$ cat src/rtl/fir_mac_serial_if.sv
`default_nettype none
// =============================================================================
// Module      : fir_mac_serial_if
// Description : Tap-bus / result bundle between the FIR delay line, the serial
//               MAC (slave) and whatever drives it (master).
// Revision    : 1.0  initial release
// =============================================================================
interface fir_mac_serial_if #(
    parameter int DATA_WIDTH = 13,
    parameter int COEF_WIDTH = 13,
    parameter int ORDER      = 8,
    parameter int OUT_WIDTH  = 16
);
    logic                         VIN;
    logic signed [DATA_WIDTH-1:0] tp   [0:ORDER];
    logic signed [COEF_WIDTH-1:0] coef [0:ORDER];
    logic                         BUSY;
    logic                         VOUT;
    logic signed [OUT_WIDTH-1:0]  DOUT;
    logic                         DROP;

    modport master (
        output VIN, tp, coef,
        input  BUSY, VOUT, DOUT, DROP
    );

    modport slave (
        input  VIN, tp, coef,
        output BUSY, VOUT, DOUT, DROP
    );
endinterface
`default_nettype wire

$ cat src/rtl/fir_mac_serial.sv
`default_nettype none
// =============================================================================
// Module      : fir_mac_serial
// Description : Snapshots the FIR tap bus on VIN, accumulates sum(tp[k]*coef[k])
//               with one multiplier over ORDER+1 cycles, rounds half-up,
//               shifts by SHIFT and emits one sample with a VOUT strobe.
//               Build option: define FIR_MAC_SAT_EN to saturate the output
//               instead of wrapping it to OUT_WIDTH bits.
// Revision    : 1.0  initial release
// =============================================================================
module fir_mac_serial #(
    parameter int DATA_WIDTH = 13,
    parameter int COEF_WIDTH = 13,
    parameter int ORDER      = 8,
    parameter int OUT_WIDTH  = 16,
    parameter int ACC_WIDTH  = DATA_WIDTH + COEF_WIDTH + $clog2(ORDER + 1),
    parameter int SHIFT      = COEF_WIDTH - 1
) (
    input  wire logic         CLK,
    input  wire logic         RST,
    fir_mac_serial_if.slave   bus
);

    localparam int K_WIDTH = (ORDER > 0) ? $clog2(ORDER + 1) : 1;
    localparam int PROD_W  = DATA_WIDTH + COEF_WIDTH;

    localparam logic [K_WIDTH-1:0]      C_K_LAST = K_WIDTH'(ORDER);
    // Half an output LSB, added before the arithmetic shift for round-half-up.
    localparam logic signed [ACC_WIDTH:0] C_RND  = (ACC_WIDTH + 1)'(1) <<< (SHIFT - 1);

    typedef enum logic [1:0] {
        ST_IDLE = 2'd0,
        ST_MAC  = 2'd1,
        ST_DONE = 2'd2
    } state_t;

    state_t                       state_q, state_d;
    logic [K_WIDTH-1:0]           k_q, k_d;
    logic signed [ACC_WIDTH-1:0]  acc_q, acc_d;
    logic signed [DATA_WIDTH-1:0] snap_q [0:ORDER];
    logic signed [DATA_WIDTH-1:0] snap_d [0:ORDER];
    logic signed [OUT_WIDTH-1:0]  dout_q, dout_d;
    logic                         vout_q, vout_d;
    logic                         drop_q, drop_d;

    logic signed [PROD_W-1:0]     prod;
    logic signed [ACC_WIDTH:0]    rnd_sum;
    logic signed [OUT_WIDTH-1:0]  dout_fit;

    // Full-precision product of the tap/coefficient pair selected by k.
    assign prod    = PROD_W'(snap_q[k_q]) * PROD_W'(bus.coef[k_q]);
    // One guard bit so adding the rounding constant can never overflow.
    assign rnd_sum = {acc_q[ACC_WIDTH-1], acc_q} + C_RND;

`ifdef FIR_MAC_SAT_EN
    localparam logic signed [ACC_WIDTH:0] C_OUT_MAX =
        {{(ACC_WIDTH - OUT_WIDTH + 2){1'b0}}, {(OUT_WIDTH - 1){1'b1}}};
    localparam logic signed [ACC_WIDTH:0] C_OUT_MIN =
        {{(ACC_WIDTH - OUT_WIDTH + 2){1'b1}}, {(OUT_WIDTH - 1){1'b0}}};

    logic signed [ACC_WIDTH:0] r_full;
    assign r_full = rnd_sum >>> SHIFT;

    // Clamp the rounded result to the signed OUT_WIDTH range.
    always_comb begin
        dout_fit = r_full[OUT_WIDTH-1:0];
        if (r_full > C_OUT_MAX) begin
            dout_fit = {1'b0, {(OUT_WIDTH - 1){1'b1}}};
        end else if (r_full < C_OUT_MIN) begin
            dout_fit = {1'b1, {(OUT_WIDTH - 1){1'b0}}};
        end
    end
`else
    // Two's-complement wrap: keep only the low OUT_WIDTH bits of the result.
    assign dout_fit = OUT_WIDTH'(rnd_sum >>> SHIFT);
`endif

    // Next-state and datapath control for the IDLE -> MAC -> DONE sequence.
    always_comb begin
        state_d = state_q;
        k_d     = k_q;
        acc_d   = acc_q;
        snap_d  = snap_q;
        dout_d  = dout_q;
        vout_d  = 1'b0;
        drop_d  = 1'b0;

        case (state_q)
            ST_IDLE: begin
                if (bus.VIN) begin
                    snap_d  = bus.tp;
                    acc_d   = '0;
                    k_d     = '0;
                    state_d = ST_MAC;
                end
            end
            ST_MAC: begin
                acc_d = acc_q + ACC_WIDTH'(prod);
                if (k_q == C_K_LAST) begin
                    k_d     = '0;
                    state_d = ST_DONE;
                end else begin
                    k_d = k_q + 1'b1;
                end
            end
            ST_DONE: begin
                dout_d  = dout_fit;
                vout_d  = 1'b1;
                state_d = ST_IDLE;
            end
            default: begin
                state_d = ST_IDLE;
            end
        endcase

        // A new tap set arriving while busy is discarded and flagged.
        if (bus.VIN && (state_q != ST_IDLE)) begin
            drop_d = 1'b1;
        end
    end

    // State, accumulator, snapshot and output registers; reset aborts any run.
    always_ff @(posedge CLK or posedge RST) begin
        if (RST) begin
            state_q <= ST_IDLE;
            k_q     <= '0;
            acc_q   <= '0;
            for (int i = 0; i <= ORDER; i++) begin
                snap_q[i] <= '0;
            end
            dout_q  <= '0;
            vout_q  <= 1'b0;
            drop_q  <= 1'b0;
        end else begin
            state_q <= state_d;
            k_q     <= k_d;
            acc_q   <= acc_d;
            snap_q  <= snap_d;
            dout_q  <= dout_d;
            vout_q  <= vout_d;
            drop_q  <= drop_d;
        end
    end

    assign bus.BUSY = (state_q != ST_IDLE);
    assign bus.VOUT = vout_q;
    assign bus.DOUT = dout_q;
    assign bus.DROP = drop_q;

endmodule
`default_nettype wire

$ cat src/flat_wrapper.sv
// flat-port wrapper written by rule: the top's interface ports become plain ports
module fir_mac_serial_flat 
#(
    parameter int DATA_WIDTH = 13,
    parameter int COEF_WIDTH = 13,
    parameter int ORDER      = 8,
    parameter int OUT_WIDTH  = 16,
    parameter int ACC_WIDTH  = DATA_WIDTH + COEF_WIDTH + $clog2(ORDER + 1),
    parameter int SHIFT      = COEF_WIDTH - 1
)
  (CLK, RST, bus_VIN, bus_tp, bus_coef, bus_BUSY, bus_VOUT, bus_DOUT, bus_DROP);
  fir_mac_serial_if #(.DATA_WIDTH(DATA_WIDTH), .COEF_WIDTH(COEF_WIDTH), .ORDER(ORDER), .OUT_WIDTH(OUT_WIDTH)) bus_i ();
  input  wire logic CLK;
  input  wire logic RST;
  input wire logic [$bits(bus_i.VIN)-1:0] bus_VIN;
  input wire logic [$bits(bus_i.tp)-1:0] bus_tp;
  input wire logic [$bits(bus_i.coef)-1:0] bus_coef;
  output wire logic [$bits(bus_i.BUSY)-1:0] bus_BUSY;
  output wire logic [$bits(bus_i.VOUT)-1:0] bus_VOUT;
  output wire logic [$bits(bus_i.DOUT)-1:0] bus_DOUT;
  output wire logic [$bits(bus_i.DROP)-1:0] bus_DROP;
  assign bus_i.VIN = bus_VIN;
  assign bus_i.tp = {>>{bus_tp}};
  assign bus_i.coef = {>>{bus_coef}};
  assign bus_BUSY = bus_i.BUSY;
  assign bus_VOUT = bus_i.VOUT;
  assign bus_DOUT = bus_i.DOUT;
  assign bus_DROP = bus_i.DROP;
  fir_mac_serial #(.DATA_WIDTH(DATA_WIDTH), .COEF_WIDTH(COEF_WIDTH), .ORDER(ORDER), .OUT_WIDTH(OUT_WIDTH), .ACC_WIDTH(ACC_WIDTH), .SHIFT(SHIFT)) u_core (.CLK(CLK), .RST(RST), .bus(bus_i));
endmodule
$ cat config.mk
export PLATFORM = sky130hd
export DESIGN_NAME = fir_mac_serial_flat
export DESIGN_NICKNAME = d
export VERILOG_FILES = /design/src/rtl/fir_mac_serial_if.sv /design/src/rtl/fir_mac_serial.sv /design/src/flat_wrapper.sv
export SDC_FILE = /design/constraint.sdc
export NUM_CORES = 1
export LEC_CHECK = 0
export ABC_AREA = 1
export BUFFER_PORTS_ARGS = -buffer_cell sky130_fd_sc_hd__buf_2
export CORE_ASPECT_RATIO = 1.4
export CORE_UTILIZATION = 55
export CTS_BUF_LIST = sky130_fd_sc_hd__clkbuf_8
export DETAILED_ROUTE_END_ITERATION = 8
export GPL_TIMING_DRIVEN = 0
export PLACE_DENSITY = 0.84
export SLEW_MARGIN = 20
export SYNTH_ARGS = -nofsm -noshare
export SYNTH_HDL_FRONTEND = slang
export SYNTH_SLANG_ARGS = --single-unit
$ cat constraint.sdc
create_clock -name CLK -period 14.4 [get_ports CLK]
set_clock_uncertainty 0.15 [all_clocks]
set_input_delay 2.16 -clock CLK [delete_from_list [all_inputs] [get_ports CLK]]
set_output_delay 2.16 -clock CLK [all_outputs]
set_load 0.01 [all_outputs]
# == After elaboration in Yosys (flattened, before gate mapping) ==
# Index checks and enable logic that the tools add are counted.
# op_classes
addsub,3
mul,1
order_cmp,1
n_eq_ne,5
muxes,16
bitwise,1
reduce_logical,7
# op_table
cell,n
$bmux 13 s4,2
$pmux 30 s2,1
$mux 13,4
$add 30x26->30,1
$mux 30,1
$add 28x13->28 const B,1
$mul 13x13->26,1
$mux 4,2
$pmux 4 s2,1
$reduce_and 2->1,3
$ge 5x5->1 const B,1
$not 4->5,1
$add 4x1->4 const B,1
$eq 4x4->1 const B,1
$mux 2,2
$pmux 2 s2,1
$reduce_bool 2->1,2
$eq 2x1->1 const B,1
$eq 2x2->1 const B,1
$logic_not 2->1,1
$mux 1,2
$ne 2x1->1 const B,1
$ne 2x2->1 const B,1
$logic_and 1x1->1,1
# totals
reg_bits,171
out_inout_bits,19

# == Depth between registers and ports, before layout ==
# Gate-level depths: netlist of the first run.
# depth
ltp_word,7
mapped_depth,36
mapped_depth_nobuf,34

# == Worst setup path before layout of the first run ==
# Ideal clock, no wire load.
# synth_timing
path_type,input -> register
from,input bus_coef[30]
to,register u_core.acc_q[27]
setup_time_ns,0.117
t_arrival_ns,7.436
slack_ns,6.697
cell_stages,27
path_cell_list,o21ai_0 > o221ai_1 > nand3_1 > nand2_1 > buf_4 > nand2_1 > fa_1 > inv_1 > fa_1 > inv_1 > fa_1 > fa_1 > inv_1 > fa_1 > inv_1 > fa_1 > inv_1 > ha_1 > nand2_1 > nor2_1 > nand2_1 > nor2_1 > nand2_1 > nand3_1 > nand3_1 > nand3_1 > nand2_1
# synth_via
elab_chain_cells,6
# synth_rtl
item,line,text
from (decl),flat_wrapper.sv:17,input wire logic [$bits(bus_i.coef)-1:0] bus_coef;
$bmux 13 s4,fir_mac_serial.sv:51,assign prod = PROD_W'(snap_q[k_q]) * PROD_W'(bus.coef[k_q]);
$mux 13 (implied by the code) (2 in series),fir_mac_serial.sv:51,
$mul 13x13->26,fir_mac_serial.sv:51,
$add 30x26->30,fir_mac_serial.sv:98,acc_d = acc_q + ACC_WIDTH'(prod);
$pmux 30 s2,fir_mac_serial.sv:88,case (state_q)
to (signal assigned),fir_mac_serial.sv:127,acc_q <= '0;
to (signal assigned),fir_mac_serial.sv:137,acc_q <= acc_d;
to (decl),fir_mac_serial.sv:39,"logic signed [ACC_WIDTH-1:0] acc_q, acc_d;"
# No other way between the ends. The select of a mux whose other input is x is not followed.
# A chain may end at the register's enable or synchronous reset.

# == Final worst setup path of the first run ==
# layout_timing
from,input bus_coef[69]
to,register u_core.acc_q[27]
# The elaborated chain is that of the path after synthesis.

==> flow_metrics.py, run 1 <==
metrics = {
    "floorplan": {
        "core_um2": 31000,
        "dieWidth_um": 153,
        "die_area_um2": 32500,
        "die_h_um": 213,
        "io-pin-count": 256,
        "rows": 76,
        "initial_utilization": 0.564,
    },
    "detailed_routing": {
        "drt_iter0_markers": 1233,
        "via_per_inst": 5.63,
        "drt-wirelength-per-cell_um": 21.5,
        "drt-total-wl_um": 63800,
        "ant_nets": 0,
        "remaining_drc_errors": 2,
        "vias": 16700,
        "firstDrtPassIters": 7,
    },
    "synth": {
        "syn-num-nets": 2813,
        "synth_top_cells_by_area": "dfrtp_1 24%, fa_1 23%, nand2_1 14%",
        "syn_area_um2": 17500,
        "ys_ff_latch": 169,
        "yosysWarnings": 0,
        "yosysSeqAreaShare": 0.242,
        "synthArstFlopShare": 1.00,
        "synthFlopType": "dfrtp_1",
        "netlist_top_cells_count": "667 x nand2_1, 460 x inv_1, 205 x fa_1",
        "yosysTopAreaCell": "dfrtp_1",
        "syn_inst": 2286,
        "yosysUniqueCellTypes": 46,
        "synthMostInstantiatedCell": "nand2_1",
        "synth_top_cell_area_share": 0.242,
        "synth_edf_count": 0,
        "syn_avg_cell_area_um2": 7.65,
    },
    "flow_run": {
        "maxCapViolCount": 0,
    },
    "worst_setup_path": {
        "worstPathMaxFanout": 10,
        "cp-start-kind": "input pin",
        "crit_buf_inv": 7,
        "path_depth": 28,
        "cpMaxStageDelayCell": "fa_1",
        "crit_arrival_ns": 9.08,
        "required_ns": 14.67,
        "critical_path_class": "input pin to flip-flop",
        "cp_slowest_stage_delay_ns": 0.76,
        "critPathCaptureType": "flip-flop",
        "crit_family": "adder cells",
        "rr_worst_depth": 29,
    },
    "cts": {
        "cts_setup_buffers": 0,
        "cts_resized": 0,
        "cts_tree": "yes",
        "cts_max_path_buffers": 2,
        "cts_sinks": 169,
        "path_clk_slew_ns": 0.10,
        "cts_buffers": 17,
        "clock_latency_ns": 0.53,
        "cts_hold_buf": 0,
        "ctsHtreeMaxLevel": 4,
        "root_buffer": "clkbuf_8",
    },
    "place": {
        "gp_congestion": 1.04,
        "io_buffers": 255,
        "dp_hpwl_um": 52900,
    },
    "grt": {
        "grt_pass1_vias": 17800,
        "antenna_found_initial": 6,
        "gr-usage-met1": 0.414,
        "grtUsageTotal": 0.409,
        "gr-total-overflow": 0,
        "grt.met2_usage": 0.720,
        "grt_pass1_wl_um": 97400,
        "met3_usage": 0.0785,
        "top_usage_layer": "met2",
        "grt_max_degree": 87,
    },
    "timing": {
        "hold_violations": 0,
        "max_slew_margin": 0.443,
        "fmax_ghz": 0.114,
        "period_share": 0.611,
        "finalSetupViolCount": 0,
        "post-route-min-period_ns": 8.80,
        "rsz0062_at_grt": "no",
        "drv_slew": 0,
        "worst_pin_slew_ns": 0.833,
        "fin_setup_tns_ns": 0,
    },
    "cells_and_area": {
        "area_delta_synth_final_pct": 12.7,
        "drive_gt1_frac": 0.155,
        "final_nets": 3088,
    },
    "hold_path": {
        "hp-class": "flip-flop to flip-flop",
        "hold_depth": 2,
    },
    "run_status": {
        "violations": "DRC",
        "outcome": "finished with violations",
    },
}
## through the flow
step | instance area [um2] | setup WS (ns) | utilization | cells | hold slack [ns]
after floorplan | 17500 | 6.70 | - | 2286 | 0.287
after global placement | 19200 | 5.36 | 0.621 | 2931 | 0.300
after detailed placement | 19300 | 5.27 | 0.622 | 2932 | 0.303
after CTS | 19700 | 5.80 | 0.635 | 2964 | 0.329
after global routing | 19700 | 5.52 | 0.636 | 2968 | 0.336
final | 19700 | 5.60 | 0.636 | 2970 | 0.329
## area by class of cell
type / count / area [um2]
diodes: 6 / 15.0
plain buffers: 107 / 722
clock buffers: 17 / 234
clock inverters: 15 / 180
fillers: 2799 / 11300
inverters: 465 / 1760
multi-input cells: 1545 / 10800
flip-flops and latches: 169 / 4230
well taps: 390 / 488
repair buffers: 256 / 1300
## path summary, 6_finish.rpt
check                           slack, ns               start                 end
min in group asynchronous            1.57                 RST    u_core.snap_q[8]
worst min register to register       0.33  u_core.bus.DOUT[0]  u_core.bus.DOUT[0]
worst max-delay path                 5.60        bus_coef[69]    u_core.acc_q[27]
worst min-delay path                 0.33  u_core.bus.DOUT[0]  u_core.bus.DOUT[0]
max in group asynchronous           11.65                 RST   u_core.state_q[0]
worst max register to register       6.10       u_core.k_q[0]    u_core.acc_q[27]
## registers in the layout, indices dropped and copies added, names as in the netlist
register         flops
u_core.k_q           4
u_core.state_q       2
u_core.acc_q        28
u_core.bus.VOUT      1
u_core.snap_q      117
u_core.bus.DROP      1
u_core.bus.DOUT     16
## layer usage
metal	part of all wire	up-vias
met4	0.10	0
met1	0.33	7994
li1	-	7511
met3	0.076	299
met2	0.49	920
met5	0	-
## worst min-delay path, delay by kind of cell (launching register included)
| kind | cells | cell delay [ns] |
|---|---|---|
| flip-flops | 1 | 0.35 |
| AND/OR/NAND/NOR | 2 | 0.10 |
## cells in the final DEF, fill, tap and decap left out, types with 8 or more instances in the layout
master / n
a21oi_1: 73
fa_1: 205
nor2_1: 133
o21ai_0: 185
xor2_1: 8
o221ai_1: 20
buf_6: 29
nand2_1: 667
nand3_1: 62
buf_4: 13
ha_1: 85
inv_1: 459
dfrtp_1: 169
nand4_1: 8
o211ai_1: 29
clkbuf_1: 30
nor2_2: 10
nand2_2: 11
clkbuf_8: 17
buf_2: 285
## cell families after synthesis
logic type      after synthesis  synth area share
flops                       169             0.242
compound gates              340             0.110
xor+xnor                      9           0.00451
simple gates                906             0.207
buf+inv                     572             0.141
fa+ha+maj                   290             0.296
Power of run 1 is not shown: default switching activity piles up to over one toggle a cycle in this logic, so the estimate is an artifact.
==> run 2, diff against run 1 <==
--- a/config.mk
+++ b/config.mk
@@ -12,7 +12,7 @@
 export CTS_BUF_LIST = sky130_fd_sc_hd__clkbuf_8
 export DETAILED_ROUTE_END_ITERATION = 8
 export GPL_TIMING_DRIVEN = 0
-export PLACE_DENSITY = 0.84
+export PLACE_DENSITY = 0.87
 export SLEW_MARGIN = 20
 export SYNTH_ARGS = -nofsm -noshare
 export SYNTH_HDL_FRONTEND = slang
==> constraint.sdc (replaced) <==
create_clock -name CLK -period 7.92 [get_ports CLK]
set_clock_uncertainty 0.15 [all_clocks]
set_input_delay 1.188 -clock CLK [delete_from_list [all_inputs] [get_ports CLK]]
set_output_delay 1.188 -clock CLK [all_outputs]
set_load 0.01 [all_outputs]
==> run 2 against run 1 <==
The run now ends clean. Critical path depth grew 2. Via count grew 1.2%. First-iteration DRC count grew 1.6%. Non-clock buffer count grew 9. Routed wire length shrank 0.87%. Core utilization grew 0.29 points. Cell area grew 0.46%. Die area is the same. Clock-buffer cell count is the same. Global-route usage shrank 0.57 points. Final cell count grew 0.30%. Highest routed layer is now met5.
==> flow_metrics.py, run 2 (synthesized netlist as in run 1, its figures left out) <==
metrics = {
    "worst_setup_path": {
        "worstPathMaxFanout": 10,
        "r2r-end": "u_core.acc_q[27]",
        "cp_slowest_stage_delay_ns": 0.67,
        "rrSetupSlack_ns": 0.17,
        "rr_startpoint": "u_core.k_q[0]",
        "crit_arrival_ns": 8.06,
        "cp-start-kind": "flip-flop",
        "cpMaxStageDelayCell": "fa_2",
        "critical_path_class": "flip-flop to flip-flop",
        "rr_worst_depth": 30,
        "required_ns": 8.23,
        "cp_common_cell": "nand2_1",
        "critPathCaptureType": "flip-flop",
    },
    "grt": {
        "grt_pass1_vias": 17600,
        "grtUsageTotal": 0.404,
        "antenna_found_initial": 7,
        "grt_max_degree": 96,
        "gr-total-overflow": 0,
        "grt_pass1_wl_um": 96300,
    },
    "place": {
        "io_buffers": 255,
        "dp_hpwl_um": 51700,
        "post-place-ws_ns": -0.169,
        "gp_congestion": 1.03,
    },
    "timing": {
        "period_share": 0.979,
        "setup_ws_ns": 0.166,
        "finalSetupViolCount": 0,
        "fin_setup_tns_ns": 0,
        "fmax_ghz": 0.129,
        "drv_slew": 0,
        "max_slew_margin": 0.465,
        "post-route-min-period_ns": 7.75,
        "hold_violations": 0,
        "worst_pin_slew_ns": 0.803,
        "rsz0062_at_grt": "no",
    },
    "detailed_routing": {
        "vias": 16900,
        "remaining_drc_errors": 0,
        "drt-wirelength-per-cell_um": 21.2,
        "drt_iter0_markers": 1253,
        "drt-total-wl_um": 63300,
        "via_per_inst": 5.68,
        "ant_nets": 0,
        "firstDrtPassIters": 8,
    },
    "run_status": {
        "outcome": "completed",
    },
    "cts": {
        "ctsHtreeMaxLevel": 4,
        "path_clk_slew_ns": 0.10,
        "cts_hold_buf": 0,
        "clock_latency_ns": 0.54,
        "root_buffer": "clkbuf_8",
        "cts_tree": "yes",
        "cts_sinks": 169,
        "cts_buffers": 17,
        "cts_max_path_buffers": 2,
    },
    "floorplan": {
        "die_area_um2": 32500,
        "io-pin-count": 256,
        "core_um2": 31000,
        "dieWidth_um": 153,
        "initial_utilization": 0.564,
        "rows": 76,
        "die_h_um": 213,
    },
    "cells_and_area": {
        "area_delta_synth_final_pct": 13.3,
        "utilization": 0.639,
        "drive_gt1_frac": 0.160,
        "final_cell_mix": "666 x nand2_1, 458 x inv_1, 285 x buf_2",
        "top_register": "u_core.snap_q",
        "fill_cells": 2704,
        "largest_reg_flops": 117,
        "final_common_cell": "nand2_1",
        "final_nets": 3097,
    },
    "hold_path": {
        "min_from": "u_core.snap_q[37]",
        "min_to": "u_core.snap_q[37]",
        "hp-class": "flip-flop to flip-flop",
        "hold_depth": 2,
    },
    "flow_run": {
        "maxCapViolCount": 0,
    },
}
run 2: final cells by class:
| type | count | area [um2] | share of cell area |
|---|---|---|---|
| sequential | 169 | 4230 | 0.214 |
| antenna | 6 | 15.0 | 0.000758 |
| inverter | 465 | 1760 | 0.0888 |
| clock inverter | 15 | 173 | 0.00872 |
| multi-input combinational | 1545 | 10800 | 0.545 |
| buffer | 107 | 723 | 0.0365 |
| timing repair buffer | 265 | 1380 | 0.0699 |
| tap | 390 | 488 | 0.0246 |
| clock buffer | 17 | 234 | 0.0118 |
run 2: timing repair:
item / in CTS / in global routing
setup buffers: 0 / 9
endpoints found under the hold margin: 0 / 0
resized for setup: 1 / 9
endpoints found under the setup margin: 7 / 11
pin swaps: 0 / 1
run 2: worst max path at each step:
stage,startpoint,to,cells past startpoint
finish,u_core.k_q[0],u_core.acc_q[27],30
global route,u_core.k_q[0],u_core.acc_q[27],30
CTS,u_core.k_q[2],u_core.acc_q[27],30
detailed placement,u_core.k_q[2],u_core.acc_q[20],24
global placement,u_core.k_q[2],u_core.acc_q[20],24
floorplan,bus_coef[30],u_core.acc_q[27],27
run 2: stage by stage:
step | hold slack, ns | cell area [um2] | std cells
2_1_floorplan | 0.287 | 17500 | 2286
3_3_place_gp | 0.300 | 19200 | 2931
3_5_place_dp | 0.303 | 19300 | 2932
4_1_cts | 0.328 | 19700 | 2964
5_1_grt | 0.343 | 19800 | 2978
6_report | 0.328 | 19800 | 2979
run 2: metal layers:
layer  GRT usage  part of all wire
met5           0           0.00017
met2       0.702              0.49
met3      0.0848             0.083
met4       0.364              0.10
met1       0.411              0.33
run 2: critical path: cells and delay by family (launching register included):
family / cells / cell delay (ns)
compound gates: 3 / 0.64
fa+ha+maj: 7 / 3.60
buf+inv: 9 / 1.24
flops: 1 / 0.38
simple gates: 11 / 1.65
Power of run 2 is left out for the same reason.
